==> config.mk <==
export PLATFORM = sky130hd
export DESIGN_NAME = fight_ctrl_flat
export DESIGN_NICKNAME = d
export VERILOG_FILES = /design/src/rtl/fight_if.sv /design/src/rtl/fight_ctrl.sv /design/src/flat_wrapper.sv
export SDC_FILE = /design/constraint.sdc
export NUM_CORES = 1
export LEC_CHECK = 0
export BUFFER_PORTS_ARGS = -buffer_cell sky130_fd_sc_hd__buf_2
export CAP_MARGIN = 30
export CELL_PAD_IN_SITES_DETAIL_PLACEMENT = 1
export CELL_PAD_IN_SITES_GLOBAL_PLACEMENT = 2
export CORE_MARGIN = 2
export CORE_UTILIZATION = 41
export DETAILED_ROUTE_END_ITERATION = 16
export PLACE_DENSITY = 0.95
export SYNTH_ARGS = -nofsm -noshare
export SYNTH_HDL_FRONTEND = slang
export SYNTH_SLANG_ARGS = --single-unit
export TNS_END_PERCENT = 5
==> constraint.sdc <==
create_clock -name clk -period 4.9 [get_ports clk]
set_input_delay 1.47 -clock clk [delete_from_list [all_inputs] [get_ports clk]]
set_output_delay 1.47 -clock clk [all_outputs]
set_load 0.02 [all_outputs]
==> src/rtl/fight_if.sv <==
// fight_if: start/pose/ko requests in, hit strobes and match status out.
// master drives start, state1, state2, ko; slave drives hit1, hit2, dmg, phase, round, sec_left.
interface fight_if;
  logic       start;
  logic [1:0] state1;
  logic [1:0] state2;
  logic       ko;
  logic       hit1;
  logic       hit2;
  logic [1:0] dmg;
  logic [2:0] phase;
  logic [1:0] round;
  logic [5:0] sec_left;

  modport master (
    output start, state1, state2, ko,
    input  hit1, hit2, dmg, phase, round, sec_left
  );

  modport slave (
    input  start, state1, state2, ko,
    output hit1, hit2, dmg, phase, round, sec_left
  );
endinterface

==> src/rtl/fight_ctrl.sv <==
// fight_ctrl: round/phase sequencer with second timer and punch arbiter.
// Ports: clk, rst (async active-low), bus (fight_if.slave).
module fight_ctrl #(
  parameter int CLK_PER_SEC   = 50000000,
  parameter int COUNTDOWN_SEC = 3,
  parameter int ROUND_SEC     = 30,
  parameter int BREAK_SEC     = 10,
  parameter int NUM_ROUNDS    = 3,
  parameter int COOLDOWN      = 8
) (
  input logic    clk,
  input logic    rst,
  fight_if.slave bus
);
  localparam int PW =
    (CLK_PER_SEC > 1) ? $clog2(CLK_PER_SEC) : 1;
  localparam logic [PW-1:0] PMAX = PW'(CLK_PER_SEC - 1);
  localparam logic [1:0] NR  = 2'(NUM_ROUNDS);
  localparam logic [7:0] CDV = 8'(COOLDOWN);

  typedef enum logic [2:0] {
    IDLE  = 3'd0,
    COUNT = 3'd1,
    FIGHT = 3'd2,
    BREAK = 3'd3,
    DONE  = 3'd4
  } state_t;

  state_t        st, st_nx;
  logic [PW-1:0] presc;
  logic [5:0]    sec, sec_ld;
  logic [1:0]    rnd;
  logic [1:0]    p1q, p2q;
  logic [1:0]    dmg_q, dmg_nx;
  logic [7:0]    cd1, cd2;
  logic          prio;
  logic          hit1_q, hit2_q;
  logic          timed, tick, last, entry, fight_in;
  logic          e1, e2, g1, g2;

  function automatic logic [1:0] dmg_of(
    input logic [1:0] pose
  );
    unique case (pose)
      2'b00:   return 2'd2;
      2'b01:   return 2'd1;
      default: return 2'd3;
    endcase
  endfunction

  assign timed = (st == COUNT) ||
                 (st == FIGHT) ||
                 (st == BREAK);
  assign tick  = timed && (presc == PMAX);
  assign last  = tick && (sec == 6'd1);

  always_comb begin
    st_nx = st;
    unique case (st)
      IDLE, DONE: if (bus.start) st_nx = COUNT;
      COUNT:      if (last) st_nx = FIGHT;
      FIGHT: begin
        if (bus.ko)
          st_nx = DONE;
        else if (last)
          st_nx = (rnd < NR) ? BREAK : DONE;
      end
      BREAK:      if (last) st_nx = COUNT;
      default:    st_nx = IDLE;
    endcase
  end

  assign entry    = (st_nx != st);
  assign fight_in = entry && (st_nx == FIGHT);

  always_comb begin
    sec_ld = '0;
    unique case (st_nx)
      COUNT:   sec_ld = 6'(COUNTDOWN_SEC);
      FIGHT:   sec_ld = 6'(ROUND_SEC);
      BREAK:   sec_ld = 6'(BREAK_SEC);
      default: sec_ld = '0;
    endcase
  end

  // Rising edge into punch, gated by phase, ko and cooldown.
  always_comb begin
    e1 = (st == FIGHT) && !bus.ko &&
         (cd1 == 8'd0) &&
         (bus.state1 == 2'b11) && (p1q != 2'b11);
    e2 = (st == FIGHT) && !bus.ko &&
         (cd2 == 8'd0) &&
         (bus.state2 == 2'b11) && (p2q != 2'b11);
    // prio=0 favours player 1 on a tie.
    g1 = e1 && !(e2 && prio);
    g2 = e2 && !(e1 && !prio);
    dmg_nx = 2'd0;
    if (g1)
      dmg_nx = dmg_of(bus.state2);
    else if (g2)
      dmg_nx = dmg_of(bus.state1);
  end

  always_ff @(posedge clk or negedge rst) begin
    if (!rst)
      st <= IDLE;
    else
      st <= st_nx;
  end

  always_ff @(posedge clk or negedge rst) begin
    if (!rst) begin
      presc <= '0;
      sec   <= '0;
      rnd   <= 2'd1;
    end else if (entry) begin
      presc <= '0;
      sec   <= sec_ld;
      if (st_nx == COUNT)
        rnd <= (st == BREAK) ? rnd + 2'd1 : 2'd1;
    end else if (timed) begin
      presc <= tick ? '0 : presc + 1'b1;
      if (tick)
        sec <= sec - 6'd1;
    end
  end

  always_ff @(posedge clk or negedge rst) begin
    if (!rst) begin
      p1q    <= 2'b00;
      p2q    <= 2'b00;
      hit1_q <= 1'b0;
      hit2_q <= 1'b0;
      dmg_q  <= 2'd0;
      prio   <= 1'b0;
      cd1    <= 8'd0;
      cd2    <= 8'd0;
    end else begin
      p1q    <= bus.state1;
      p2q    <= bus.state2;
      hit1_q <= g1;
      hit2_q <= g2;
      dmg_q  <= dmg_nx;
      if (e1 && e2)
        prio <= ~prio;
      if (fight_in)
        cd1 <= 8'd0;
      else if (g1)
        cd1 <= CDV;
      else if (cd1 != 8'd0)
        cd1 <= cd1 - 8'd1;
      if (fight_in)
        cd2 <= 8'd0;
      else if (g2)
        cd2 <= CDV;
      else if (cd2 != 8'd0)
        cd2 <= cd2 - 8'd1;
    end
  end

  assign bus.hit1     = hit1_q;
  assign bus.hit2     = hit2_q;
  assign bus.dmg      = dmg_q;
  assign bus.phase    = st;
  assign bus.round    = rnd;
  assign bus.sec_left = sec;
endmodule

==> src/flat_wrapper.sv <==
// flat-port wrapper written by rule: the top's interface ports become plain ports
module fight_ctrl_flat 
#(
  parameter int CLK_PER_SEC   = 50000000,
  parameter int COUNTDOWN_SEC = 3,
  parameter int ROUND_SEC     = 30,
  parameter int BREAK_SEC     = 10,
  parameter int NUM_ROUNDS    = 3,
  parameter int COOLDOWN      = 8
)
  (clk, rst, bus_start, bus_state1, bus_state2, bus_ko, bus_hit1, bus_hit2, bus_dmg, bus_phase, bus_round, bus_sec_left);
  fight_if bus_i ();
  input logic clk;
  input logic rst;
  input wire logic [$bits(bus_i.start)-1:0] bus_start;
  input wire logic [$bits(bus_i.state1)-1:0] bus_state1;
  input wire logic [$bits(bus_i.state2)-1:0] bus_state2;
  input wire logic [$bits(bus_i.ko)-1:0] bus_ko;
  output wire logic [$bits(bus_i.hit1)-1:0] bus_hit1;
  output wire logic [$bits(bus_i.hit2)-1:0] bus_hit2;
  output wire logic [$bits(bus_i.dmg)-1:0] bus_dmg;
  output wire logic [$bits(bus_i.phase)-1:0] bus_phase;
  output wire logic [$bits(bus_i.round)-1:0] bus_round;
  output wire logic [$bits(bus_i.sec_left)-1:0] bus_sec_left;
  assign bus_i.start = bus_start;
  assign bus_i.state1 = bus_state1;
  assign bus_i.state2 = bus_state2;
  assign bus_i.ko = bus_ko;
  assign bus_hit1 = bus_i.hit1;
  assign bus_hit2 = bus_i.hit2;
  assign bus_dmg = bus_i.dmg;
  assign bus_phase = bus_i.phase;
  assign bus_round = bus_i.round;
  assign bus_sec_left = bus_i.sec_left;
  fight_ctrl #(.CLK_PER_SEC(CLK_PER_SEC), .COUNTDOWN_SEC(COUNTDOWN_SEC), .ROUND_SEC(ROUND_SEC), .BREAK_SEC(BREAK_SEC), .NUM_ROUNDS(NUM_ROUNDS), .COOLDOWN(COOLDOWN)) u_core (.clk(clk), .rst(rst), .bus(bus_i));
endmodule
## Word level (Yosys, flattened, before mapping)

Cells that the tools add are included.

- Add/subtract/negate cells: 5
- Magnitude comparators: 1
- Eq/ne operators: 16
- Mux-type cells: 25
- Bitwise gates (word level): 1
- Reductions and logical operators: 35

Operators by type and width:

| operator | count |
|---|---|
| $mux 26 | 3 |
| $mux 8 | 6 |
| $add 26x1->26 const B | 1 |
| $eq 26x26->1 const B | 1 |
| $mux 3 | 6 |
| $mux 6 | 3 |
| $logic_not 8->1 | 2 |
| $reduce_bool 8->1 | 2 |
| $sub 8x1->8 const B | 2 |
| $logic_and 1x1->1 | 15 |
| $pmux 5 s3 | 1 |
| $eq 3x2->1 const B | 4 |
| $pmux 3 s4 | 1 |
| $pmux 2 s2 | 2 |
| $eq 3x1->1 const B | 2 |
| $eq 6x1->1 const B | 1 |
| $mux 2 | 3 |
| $reduce_bool 3->1 | 2 |
| $sub 6x1->6 const B | 1 |
| $eq 2x1->1 const B | 2 |
| $eq 2x2->1 const B | 2 |
| $logic_not 1->1 | 4 |
| $logic_not 2->1 | 2 |
| $ne 2x2->1 const B | 2 |
| other kinds (10) | 13 |

- Flip-flop bits (word level): 62

## Longest topological paths before layout

Gate-level depths: netlist of run 1.

- Depth after elaboration: 11
- Mapped depth: 9
- Mapped depth without buffers: 8

## Least setup slack after synthesis of run 1

No wires, ideal clock.

- Kind: input -> register
- Start point: in bus_ko
- End point: reg u_core.rnd[1] (netlist: u_core.bus.round[1])
- Setup time: 125 ps
- Data arrival time: 2,840 ps
- Setup slack: 1,935 ps
- Stages: 6
- Buffers on the path: 0
- Cells stage by stage: nor4b_1 nand2b_1 nor4_1 a211o_2 nand2_2 mux2_4

- Word-level cells in the longest chain between the ends: 4
- Elaborated cells on any way between the ends: 5
- Those cells by class: eq/ne: 2; mux: 2; reduce/logical: 1

RTL lines:

| item | RTL line | text |
|---|---|---|
| from (decl) | flat_wrapper.sv:18 | `input wire logic [$bits(bus_i.ko)-1:0] bus_ko;` |
| $mux 3 (*) | fight_ctrl.sv:63 | `if (bus.ko)` |
| $pmux 3 s4 (*) | fight_ctrl.sv:59 | `unique case (st)` |
| via u_core.st_nx[0] | fight_ctrl.sv:29 | `state_t st, st_nx;` |
| $eq 3x1->1 / $ne 3x3->1 (equally long branches) | fight_ctrl.sv:119, fight_ctrl.sv:73 |  |
| $reduce_and 2->1 (no line) (*) | -- |  |
| to (signal assigned) | fight_ctrl.sv:120 | `rnd <= (st == BREAK) ? rnd + 2'd1 : 2'd1;` |
| to (decl) | fight_ctrl.sv:32 | `logic [1:0] rnd;` |

Mark *: on every way through the listed nets, which the timed path passes. The rest lies on a longest branch.
A chain may end at the register's enable or synchronous reset.

## Final worst setup path of run 1

- Start point: in bus_ko
- End point: reg u_core.cd2[5]

- Word-level cells in the longest chain between the ends: 10
- Elaborated cells on any way between the ends: 19
- Those cells by class: eq/ne: 2; mux: 4; reduce/logical: 13

RTL lines:

| item | RTL line | text |
|---|---|---|
| branches (longest 10 deep; another with $pmux 3 s4) | -- |  |
| to (signal assigned) | fight_ctrl.sv:157 | `cd2 <= cd2 - 8'd1;` |
| to (decl) | fight_ctrl.sv:35 | `logic [7:0] cd1, cd2;` |

Parallel ways; which one is timed is not known.

==> Implementation_results.wiki, run 1 <==
{| class="wikitable"
! Metric !! Value
|-
| Sequential Power Share || 0.430
|-
| Proportion of synthesized flip-flops having asynchronous set or reset || 1.000
|-
| Antenna violation net count after detailed routing || 0
|-
| Minimum period implied by the final worst setup slack || around 3.0 ns
|-
| Cell taking the most area after synthesis || dfrtp_1
|-
| First-pass DRT Iterations || 4
|-
| Largest fanout on the critical path || 5
|-
| Worst slack after detailed placement || around 1.5 ns
|-
| Number of hold-repair buffers added at the cts stage || 0
|-
| Internal power component || ~0.0011 W
|-
| Post-synthesis sequential element count || 62
|-
| Number of design rule violations left after detail routing || 0
|-
| Number of flops mapped to enable cells by yosys || 0
|-
| Detail-routed net length per standard cell || approximately 16 um
|-
| Grt ovf || 0
|-
| TritonCTS clock tree || yes
|-
| Share of the synthesized area in the top cell type || 0.4767
|-
| Initial antenna violation count || 0
|-
| Synth top area cells || dfrtp_1, nor2_1, xnor2_1, a21oi_1, nor3_1
|-
| Height of the die || slightly above 90 um
|-
| CP Cell Sequence || buf_2 > nor4b_1 > nand3_1 > o21bai_1 > nand2_1 > nor2_1
|-
| Area after detailed placement || between 0.003 and 0.004 mm2
|-
| Placer congestion estimate || about 0.8
|-
| Most used flip-flop cell after synthesis || dfrtp_1
|-
| Cell Area, Synth || about 0.0032 mm2
|-
| Depth of the CTS H-tree || 3
|-
| # placed instances || 460
|-
| Maximum resistive drop on vdd || between 150 and 200 uV
|-
| Achievable clock frequency || 328.2 MHz
|-
| Net switching power of the design || slightly below 0.0006 W
|-
| Mean Syn Cell Area || between 9 and 10 um2
|-
| Delay of the slowest cell on the worst path || 0.68 ns
|-
| Overall Power || 0.001731 W
|-
| Via count || roughly 2600
|-
| Kind of end point of the critical path || register
|-
| Fraction of power consumed by combinational cells || 0.264
|-
| Total setup buffers inserted after CTS || 0
|-
| Share of cells above drive strength 1 || 0.1631
|-
| Clock sink total || 62
|-
| Worst min-delay path class || reg2reg
|-
| Met3 GRT Util || 0.02685
|-
| Count of mapped cells out of synthesis || ~340
|-
| Post-synth net total || about 350
|-
| Result of the run || finished, final reports clean
|-
| Global-route usage over all layers || 0.1951
|-
| Total wire length after detailed routing || between 7000 and 8000 um
|-
| Total setup violations reported at the end of the flow || 0
|-
| Quantity of gates resized following cts || 0
|-
| Ratio of total power to cell area || ~470 mW/mm2
|-
| ANT cells || 0
|-
| Static leakage || between 1.5 and 2 nW
|-
| DR iter-0 viols || around 110
|-
| Signal arrival time at the worst endpoint || about 3.3 ns
|-
| Initial core utilization || 0.4187
|-
| Total Nets Final || between 300 and 400
|-
| Cell with the biggest individual delay on the critical path || nor4b_1
|-
| Switching share of total power || 0.3393
|-
| Non-filler instance count after layout || approximately 480
|-
| Required @ worst endpoint || ~5.2 ns
|-
| Final-layout setup total negative slack || 0 ns
|-
| Die extent in x || between 90 and 100 um
|-
| Period utilisation layout || 0.6219
|-
| Final hold violation count || 0
|-
| Total Die Area || roughly 0.0085 mm2
|-
| Detailed-placement wirelength estimate || ~5600 um
|-
| Unrepaired setup endpoints after global routing || no
|-
| Max-slew violations || 0
|-
| Global routing usage on met1 || 0.2625
|-
| Number of warnings printed during yosys synthesis || 0
|-
| Min setup slack post-route || around 1.9 ns
|-
| Clock transition at the register clock pins on the worst setup and hold paths after CTS || 0.07 ns
|-
| CTS Root Cell || clkbuf_8
|-
| Global-route met2 utilization || 0.3151
|-
| Number of library cell types mapped by synthesis || 53
|-
| Clock latency reported for the late side of the worst-skew pair || around 0.36 ns
|-
| Library cell with the highest instance count after synthesis || nor2_1
|-
| Worst setup SP type || input pin
|-
| Area grow syn2layout || 15.12%
|-
| Number of global-route vias before repair || 2650
|-
| Post-synthesis sequential area ratio || 0.4850
|-
| Type of the worst setup path || in2reg
|-
| Least-Margin Pin Slew || about 0.75 ns
|-
| CORE AREA || roughly 0.0076 mm2
|-
| Number of CTS-inserted buffers || 9
|-
| Top-level I/O count || 23
|-
| Top post-synthesis cells by count || nor2_1, dfrtp_1, a21oi_1, nand2_1, nor3_1
|-
| Vias/cell || 5.418
|-
| Worst setup skew after layout || 0.009335 ns
|-
| Number of buffers on the longest clock path || 2
|-
| Max-Slew Margin vs Limit || 0.4937
|-
| Number of placement rows || 32
|-
| Reported max-cap violation count || 0
|-
| IO buf count || 22
|-
| Clock share of power || 0.306
|-
| Layout Cell Area excl Fill || between 0.003 and 0.004 mm2
|-
| Largest net degree at the start of global routing || 27
|-
| First-pass GRT wire length || between 10000 and 15000 um
|-
| Top Usage Layer GRT || met2
|}
metal layers:
layer  routed length, um  share of wire
met1                3606           0.47
met2                3687           0.48
met3                 214          0.028
met4                 159          0.021
met5                   0              0
metrics by stage:
| step | hold slack (ns) | utilization |
|---|---|---|
| after CTS | 0.5154 | 0.4820 |
| after detailed placement | 0.5039 | 0.4514 |
| final | 0.5181 | 0.4820 |
| after floorplan | 0.4555 | - |
| after global routing | 0.5300 | 0.4820 |
| after global placement | 0.4786 | 0.4488 |
final cells by class:
type	count	area, um2
fillers	909	3961
multi-input cells	258	1574
flip-flops and latches	62	1553
clock buffers	13	168.9
repair buffers	26	152.6
well taps	102	127.6
clock inverters	3	65.06
inverters	12	45.04
logic make-up (layout without fill, tap and decap cells):
family                   after synthesis  in the layout  share of synthesized area
AND/OR/NAND/NOR                      168            168                     0.2716
flip-flops                            62             62                     0.4850
AO/OA/AOI/OAI                         50             50                    0.09653
XOR/XNOR                              26             26                    0.07112
buffers and inverters                 19             54                    0.02500
multiplexers                           8              8                    0.02735
adder cells (fa/ha/maj)                6              6                    0.02345
worst paths after layout:
kind                                               start                            endpoint  slack, ns  depth (start not counted)
setup / recovery                                  bus_ko           u_core.cd2[5]$_DFFE_PN0P_       1.85                          6
hold / removal                   u_core.prio$_DFFE_PN0P_             u_core.prio$_DFFE_PN0P_       0.52                          1
setup reg to reg           u_core.bus.phase[1]$_DFF_PN0_  u_core.bus.sec_left[1]$_DFFE_PN0P_       2.00                          6
hold reg to reg                  u_core.prio$_DFFE_PN0P_             u_core.prio$_DFFE_PN0P_       0.52                          1
max in group asynchronous                            rst         u_core.presc[4]$_DFFE_PN0P_       3.17                          2
min in group asynchronous                            rst           u_core.cd1[6]$_DFFE_PN0P_       1.11                          1
cells in the final DEF, fill, tap and decap left out, types with 11 or more instances in the layout:
master / netlist / layout
nor2_1: 62 / 62
dfrtp_1: 61 / 61
a21oi_1: 22 / 22
buf_2: 1 / 22
nand2_1: 21 / 21
nor3_1: 19 / 19
xnor2_1: 17 / 17
inv_1: 12 / 12
clkbuf_8: 0 / 12
o21ai_0: 11 / 11
power groups by stage:
stage | clock [W] | combinational, W | sequential, W
2_1_floorplan | 0 | 0.000328 | 0.000737
3_3_place_gp | 0 | 0.000433 | 0.000741
3_5_place_dp | 0 | 0.000467 | 0.000751
4_1_cts | 0.000544 | 0.000468 | 0.000744
5_1_grt | 0.000565 | 0.000521 | 0.000761
6_report | 0.000529 | 0.000457 | 0.000745
worst max-delay path: cells and delay by family:
kind                   cells  cell delay (ns)
AND/OR/NAND/NOR            4             1.34
AO/OA/AOI/OAI              1             0.39
buffers and inverters      1             0.12
sequential cells by signal (all words and copies together) (netlist names):
| signal | cells |
|---|---|
| u_core.bus.dmg | 2 |
| u_core.bus.hit1 | 1 |
| u_core.bus.hit2 | 1 |
| u_core.bus.phase | 3 |
| u_core.bus.round | 2 |
| u_core.bus.sec_left | 6 |
| u_core.cd1 | 8 |
| u_core.cd2 | 8 |
| u_core.p1q | 2 |
| u_core.p2q | 2 |
| u_core.presc | 26 |
| u_core.prio | 1 |
(Power assumes the default switching activity.)
==> run 2, diff against run 1 <==
--- a/config.mk
+++ b/config.mk
@@ -5,14 +5,15 @@
 export SDC_FILE = /design/constraint.sdc
 export NUM_CORES = 1
 export LEC_CHECK = 0
+export ABC_AREA = 1
 export BUFFER_PORTS_ARGS = -buffer_cell sky130_fd_sc_hd__buf_2
 export CAP_MARGIN = 30
 export CELL_PAD_IN_SITES_DETAIL_PLACEMENT = 1
 export CELL_PAD_IN_SITES_GLOBAL_PLACEMENT = 2
 export CORE_MARGIN = 2
-export CORE_UTILIZATION = 41
+export CORE_UTILIZATION = 36
 export DETAILED_ROUTE_END_ITERATION = 16
-export PLACE_DENSITY = 0.95
+export PLACE_DENSITY = 0.92
 export SYNTH_ARGS = -nofsm -noshare
 export SYNTH_HDL_FRONTEND = slang
 export SYNTH_SLANG_ARGS = --single-unit
==> constraint.sdc (replaced) <==
create_clock -name clk -period 3 [get_ports clk]
set_input_delay 0.9 -clock clk [delete_from_list [all_inputs] [get_ports clk]]
set_output_delay 0.9 -clock clk [all_outputs]
set_load 0.02 [all_outputs]
==> Implementation_results.wiki, run 2 <==
{| class="wikitable"
! Metric !! Value
|-
| Required @ worst endpoint || roughly 3.3 ns
|-
| Number of hold-repair buffers added at the cts stage || 0
|-
| Proportion of synthesized flip-flops having asynchronous set or reset || 1.000
|-
| Internal power component || 0.001255 W
|-
| Worst slack after detailed placement || 0.4569 ns
|-
| ANT cells || 0
|-
| Share of cells above drive strength 1 || 0.1155
|-
| Largest fanout on the critical path || 24
|-
| Library cell with the highest instance count after synthesis || nand2_1
|-
| Mean Syn Cell Area || 7.300 um2
|-
| Total wire length after detailed routing || 10690 um
|-
| Synth top area cells || dfrtp_1, nand2_1, nor2_1, nand3_1, inv_1
|-
| Antenna violation net count after detailed routing || 0
|-
| Share of the synthesized area in the top cell type || 0.3894
|-
| Post-synthesis sequential element count || a little over 60
|-
| Kind of end point of the critical path || register
|-
| Global-route usage over all layers || 0.1975
|-
| Number of fill cells in the layout || around 1400
|-
| First-pass GRT wire length || ~18000 um
|-
| Number of warnings printed during yosys synthesis || 0
|-
| Layout Cell Area excl Fill || approximately 0.0044 mm2
|-
| DR iter-0 viols || between 100 and 150
|-
| Total area of sequential cells || ~0.0016 mm2
|-
| Largest net degree at the start of global routing || 63
|-
| Least-Margin Pin Slew || 0.5150 ns
|-
| Biggest register || u_core.presc
|-
| Area after detailed placement || slightly above 0.004 mm2
|-
| Number of global-route vias before repair || around 3700
|-
| Number of CTS-inserted buffers || 9
|-
| Most frequent cells in the layout || nand2_1, nor2_1, dfrtp_1
|-
| Static leakage || 2.118 nW
|-
| Total Nets Final || around 570
|-
| Switching share of total power || 0.2409
|-
| Post-synth net total || about 550
|-
| Most common cell after layout, fill and taps aside || nand2_1
|-
| Sequential Power Share || 0.507
|-
| Height of the die || approximately 110 um
|-
| Unrepaired setup endpoints after global routing || no
|-
| Depth of the CTS H-tree || 3
|-
| IO buf count || 22
|-
| Minimum period implied by the final worst setup slack || approximately 2.5 ns
|-
| Detail-routed net length per standard cell || ~15 um
|-
| Number of library cell types mapped by synthesis || 40
|-
| Initial antenna violation count || 0
|-
| Min setup slack post-route || between 0.4 and 0.5 ns
|-
| Cell Area, Synth || 0.003920 mm2
|-
| Number of flip-flops in the largest register || 26
|-
| CTS Root Cell || clkbuf_8
|-
| Quantity of gates resized following cts || 0
|-
| Area grow syn2layout || 11.24%
|-
| Post-synthesis sequential area ratio || 0.3961
|-
| Number of flops mapped to enable cells by yosys || 0
|-
| Largest registers || u_core.presc x26, u_core.cd1 x8, u_core.cd2 x8
|-
| Worst setup SP type || register
|-
| Clock transition at the register clock pins on the worst setup and hold paths after CTS || around 0.08 ns
|-
| Max-Slew Margin vs Limit || 0.6535
|-
| Maximum resistive drop on vdd || roughly 170 uV
|-
| Total setup buffers inserted after CTS || 0
|-
| Cell taking the most area after synthesis || dfrtp_1
|-
| Multi-input logic area || 0.002066 mm2
|-
| Detailed-placement wirelength estimate || just under 8000 um
|-
| Reported max-cap violation count || 0
|-
| Number of buffers on the longest clock path || 2
|-
| Ratio of total power to cell area || between 300 and 400 mW/mm2
|-
| Worst min-delay path class || reg2reg
|-
| Final hold violation count || 0
|-
| Vias/cell || about 5
|-
| Total Die Area || ~0.012 mm2
|-
| Number of placement rows || 38
|-
| Max-slew violations || 0
|-
| Initial core utilization || 0.3648
|-
| Worst setup skew after layout || around 0.012 ns
|-
| Clock sink total || 62
|-
| Number of design rule violations left after detail routing || 0
|-
| Most used flip-flop cell after synthesis || dfrtp_1
|-
| Result of the run || finished, final reports clean
|-
| TritonCTS clock tree || yes
|-
| First-pass DRT Iterations || 5
|-
| CORE AREA || between 0.01 and 0.015 mm2
|-
| Die extent in x || around 110 um
|-
| Grt ovf || 0
|-
| Net switching power of the design || about 0.0004 W
|-
| Fraction of power consumed by combinational cells || 0.018
|-
| Achievable clock frequency || 394.8 MHz
|-
| Count of mapped cells out of synthesis || roughly 540
|-
| Signal arrival time at the worst endpoint || ~2.8 ns
|-
| Top-level I/O count || 23
|-
| Clock share of power || 0.475
|-
| Period utilisation layout || 0.8442
|-
| Type of the worst setup path || reg2reg
|-
| Clock latency reported for the late side of the worst-skew pair || 0.36 ns
|-
| Final-layout setup total negative slack || 0 ns
|-
| Total setup violations reported at the end of the flow || 0
|-
| Via count || around 3500
|-
| Top post-synthesis cells by count || nand2_1, nor2_1, dfrtp_1, inv_1, nand3_1
|-
| Placer congestion estimate || between 0.9 and 1
|}
[run 2: cell count changes in the layout (fill, tap and decap cells not counted), moves of 9 or more]
cell      previous run  this run
nand2_1             21       160
xor2_1               9        22
a21oi_1             22         8
nor2_1              62        73
nand3b_1             0        11
nand3_1              9        45
xnor2_1             17         8
inv_1               12        53
[run 2: final timing paths]
kind	from	end	slack [ns]	cells past startpoint
setup / recovery	u_core.presc[0]$_DFFE_PN0P_	u_core.bus.sec_left[1]$_DFFE_PN0P_	0.47	13
hold / removal	u_core.bus.round[0]$_DFFE_PN1P_	u_core.bus.round[0]$_DFFE_PN1P_	0.52	2
setup reg to reg	u_core.presc[0]$_DFFE_PN0P_	u_core.bus.sec_left[1]$_DFFE_PN0P_	0.47	13
hold reg to reg	u_core.bus.round[0]$_DFFE_PN1P_	u_core.bus.round[0]$_DFFE_PN1P_	0.52	2
max in group asynchronous	rst	u_core.bus.round[0]$_DFFE_PN1P_	2.14	2
min in group asynchronous	rst	u_core.p1q[1]$_DFF_PN0_	0.54	2
[run 2: cell type report]
class | instances | share of cell area
multi-input cells | 403 | 0.4737
repair buffers | 24 | 0.03156
inverters | 58 | 0.05050
well taps | 140 | 0.04017
clock buffers | 10 | 0.03156
clock inverters | 6 | 0.01636
flip-flops and latches | 62 | 0.3561
[run 2: stage by stage]
step	instances	utilization	total power [W]	hold WS, ns
finish	703	0.4058	0.001653	0.5188
global route	703	0.4058	0.001711	0.5526
CTS	703	0.4058	0.001673	0.5169
detailed placement	687	0.3864	0.0008872	0.5029
global placement	687	0.3864	0.0008864	0.4834
floorplan	537	-	0.0008580	0.4727
[run 2: power by group through the flow]
stage	clock network, W	logic, W	registers (W)
after floorplan	0	0.00000293	0.000855
final	0.000785	0.0000303	0.000839
after global routing	0.000837	0.0000355	0.000839
after global placement	0	0.0000316	0.000855
after detailed placement	0	0.0000322	0.000855
after CTS	0.000802	0.0000322	0.000839
[run 2: worst max-delay path, cell delays in order (launching register included)]
cell and delay (ns):
dfrtp_1 0.41, ha_1 0.33, nand3_4 0.16, nor2_4 0.17, nand3_1 0.17, nor2_2 0.22
nand3_2 0.17, nand2_1 0.17, nand2_4 0.09, nand2_4 0.15, inv_4 0.15, nand2_1 0.14
nand2_1 0.07, nand2_1 0.06
[run 2: kinds of logic after synthesis]
family,synth area share
simple gates,0.3948
xor+xnor,0.06703
buf+inv,0.07692
fa+ha+maj,0.01915
flops,0.3961
compound gates,0.04597
[run 2: metal layers]
layer / wire length (um) / vias up / share of wire / track usage
li1: - / 1754 / - / -
met1: 5125 / 1702 / 0.48 / 0.2586
met2: 5067 / 39 / 0.47 / 0.3248
met3: 288 / 18 / 0.027 / 0.03376
met4: 204 / 0 / 0.019 / 0.07784
met5: 0 / - / 0 / 0
==> run 3, diff against run 2 <==
==> constraint.sdc (replaced) <==
create_clock -name clk -period 2.5 [get_ports clk]
set_input_delay 0.75 -clock clk [delete_from_list [all_inputs] [get_ports clk]]
set_output_delay 0.75 -clock clk [all_outputs]
set_load 0.02 [all_outputs]
==> Implementation_results.wiki, run 3 (synthesis gave the netlist of run 2 again) <==
{| class="wikitable"
! Metric !! Value
|-
| Reported max-cap violation count || 0
|-
| Number of hold-repair buffers added at the cts stage || 0
|-
| Number of placement rows || 38
|-
| Number of buffers on the longest clock path || 2
|-
| Clock latency reported for the late side of the worst-skew pair || between 0.3 and 0.4 ns
|-
| DR iter-0 viols || 190
|-
| Type of the worst setup path || reg2reg
|-
| Worst min-delay path class || in2async
|-
| Via count || about 3600
|-
| Antenna violation net count after detailed routing || 0
|-
| Final hold violation count || 0
|-
| CTS Root Cell || clkbuf_8
|-
| Largest registers || u_core.presc x26, u_core.cd1 x8, u_core.cd2 x8
|-
| Unrepaired setup endpoints after global routing || no
|-
| Number of design rule violations left after detail routing || 0
|-
| Number of flip-flops in the largest register || 26
|-
| Minimum period implied by the final worst setup slack || roughly 2.3 ns
|-
| Most common cell after layout, fill and taps aside || nand2_1
|-
| Die extent in x || around 110 um
|-
| Clock sink total || a little over 60
|-
| TritonCTS clock tree || yes
|-
| IO buf count || 22
|-
| Maximum resistive drop on vdd || about 400 uV
|-
| Total Nets Final || about 580
|-
| Worst R2R Start || u_core.presc[1]$_DFFE_PN0P_
|-
| First-pass GRT wire length || roughly 18000 um
|-
| Total area of sequential cells || around 0.0016 mm2
|-
| Max-slew violations || 0
|-
| Static leakage || between 2 and 2.5 nW
|-
| # placed instances || between 600 and 700
|-
| Cell mode on critical path || nand2_1
|-
| Number of CTS-inserted buffers || 9
|-
| Final-layout setup total negative slack || 0 ns
|-
| Worst setup skew after layout || 0.01447 ns
|-
| Required @ worst endpoint || approximately 2.8 ns
|-
| Max-Slew Margin vs Limit || 0.7033
|-
| Global-route usage over all layers || 0.1968
|-
| Height of the die || ~110 um
|-
| Ratio of total power to cell area || approximately 460 mW/mm2
|-
| Delay of the slowest cell on the worst path || ~0.43 ns
|-
| Period utilisation layout || 0.9073
|-
| Initial antenna violation count || 0
|-
| First-pass DRT Iterations || 5
|-
| Detailed-placement wirelength estimate || ~8000 um
|-
| Largest fanout on the critical path || 8
|-
| Total wire length after detailed routing || ~11000 um
|-
| Top-level I/O count || 23
|-
| Setup slack of the worst register-to-register path || 0.23 ns
|-
| Number of global-route vias before repair || between 3000 and 4000
|-
| Biggest register || u_core.presc
|-
| End of the worst register-to-register path || u_core.bus.sec_left[0]$_DFFE_PN0P_
|-
| Most frequent cells in the layout || nand2_1, nor2_1, dfrtp_1
|-
| Number of fill cells in the layout || approximately 1400
|-
| Total Die Area || roughly 0.012 mm2
|-
| Signal arrival time at the worst endpoint || approximately 2.6 ns
|-
| Least-Margin Pin Slew || about 0.44 ns
|-
| Grt ovf || 0
|-
| Clock transition at the register clock pins on the worst setup and hold paths after CTS || 0.09 ns
|-
| Placer congestion estimate || 0.9514
|-
| Kind of end point of the critical path || register
|-
| Non-filler instance count after layout || between 700 and 800
|-
| Area grow syn2layout || 13.02%
|-
| ANT cells || 0
|-
| Share of cells above drive strength 1 || 0.1285
|-
| Depth of the CTS H-tree || 3
|-
| CP Cell Sequence || ha_4 > nand3_4 > nor2_4 > nand3_1 > nor2_4 > nand3_2 > nand2_1 > nand2_4 > nand2_4 > nand2_1 > nand2_1 > nand2_1 > nand2_1
|-
| Worst setup SP type || register
|-
| Cell with the biggest individual delay on the critical path || dfrtp_1
|-
| Initial core utilization || 0.3648
|-
| Result of the run || finished, final reports clean
|-
| Detail-routed net length per standard cell || 15.24 um
|-
| Cells on worst reg2reg path || 13
|-
| Multi-input logic area || between 0.002 and 0.0025 mm2
|-
| Total setup violations reported at the end of the flow || 0
|-
| Achievable clock frequency || around 440 MHz
|-
| CORE AREA || 0.01075 mm2
|-
| Largest net degree at the start of global routing || 63
|-
| Vias/cell || approximately 5
|}
-- run 3: changes by cell type in the layout (fill, tap and decap cells not counted), sizes merged --
cell    change
clkinv      -1
inv         +1
clkbuf      -1
buf         +5
bufinv      +1
-- run 3: how the worst max path moves through the flow --
stage / startpoint / endpoint / slack (ns) / depth (start not counted)
3_5_place_dp: u_core.presc[0]$_DFFE_PN0P_ / u_core.bus.sec_left[4]$_DFFE_PN0P_ / 0.07 / 13
2_1_floorplan: u_core.bus.sec_left[1]$_DFFE_PN0P_ / u_core.presc[7]$_DFFE_PN0P_ / 0.39 / 12
5_1_grt: u_core.presc[1]$_DFFE_PN0P_ / u_core.bus.sec_left[1]$_DFFE_PN0P_ / 0.002 / 13
4_1_cts: u_core.presc[0]$_DFFE_PN0P_ / u_core.bus.sec_left[1]$_DFFE_PN0P_ / 0.04 / 13
3_3_place_gp: u_core.presc[0]$_DFFE_PN0P_ / u_core.bus.sec_left[0]$_DFFE_PN0P_ / 0.14 / 13
6_report: u_core.presc[1]$_DFFE_PN0P_ / u_core.bus.sec_left[0]$_DFFE_PN0P_ / 0.23 / 13
-- run 3: critical path: cells and delay by family (launching register included) --
family | cells | cell delay (ns)
fa+ha+maj | 1 | 0.20
flops | 1 | 0.43
simple gates | 12 | 1.59
-- run 3: through the flow --
step | utilization | total power, W | instance area, um2 | setup slack (ns) | hold slack [ns]
after CTS | 0.4105 | 0.002085 | 4410 | 0.04313 | 0.4158
final | 0.4123 | 0.002058 | 4431 | 0.2316 | 0.4139
after global routing | 0.4123 | 0.002117 | 4431 | 0.002384 | 0.4307
after detailed placement | 0.3898 | 0.001065 | 4189 | 0.07394 | 0.4987
after floorplan | - | 0.001030 | 3920 | 0.3869 | 0.4544
after global placement | 0.3898 | 0.001064 | 4189 | 0.1354 | 0.4841
-- run 3: timing repair --
| action | in CTS | in global routing |
|---|---|---|
| gates resized for setup | 0 | 5 |
| setup endpoints to repair | 0 | 31 |
| buffers inserted | 0 | 0 |
-- run 3: power breakdown --
group | total (W) | internal [W] | switching [W]
registers | 0.00101 | 0.00101 | 0.000000851
clock network | 0.00101 | 0.000564 | 0.000451
logic | 0.0000369 | 0.00000891 | 0.0000280
-- run 3: layout make-up --
cell class	instances	area share
Sequential cell	62	0.3510
Clock buffer	9	0.02796
Timing Repair Buffer	29	0.03954
Multi-Input combinational cell	403	0.4702
Tap cell	140	0.03954
Clock inverter	7	0.02203
Inverter	58	0.04970
-- run 3: per-layer routing --
metal | wire length, um | track usage | vias up
li1 | - | - | 1762
met1 | 5088 | 0.2602 | 1766
met2 | 5283 | 0.3329 | 31
met3 | 282 | 0.03436 | 14
met4 | 137 | 0.05220 | 0
met5 | 0 | 0 | -
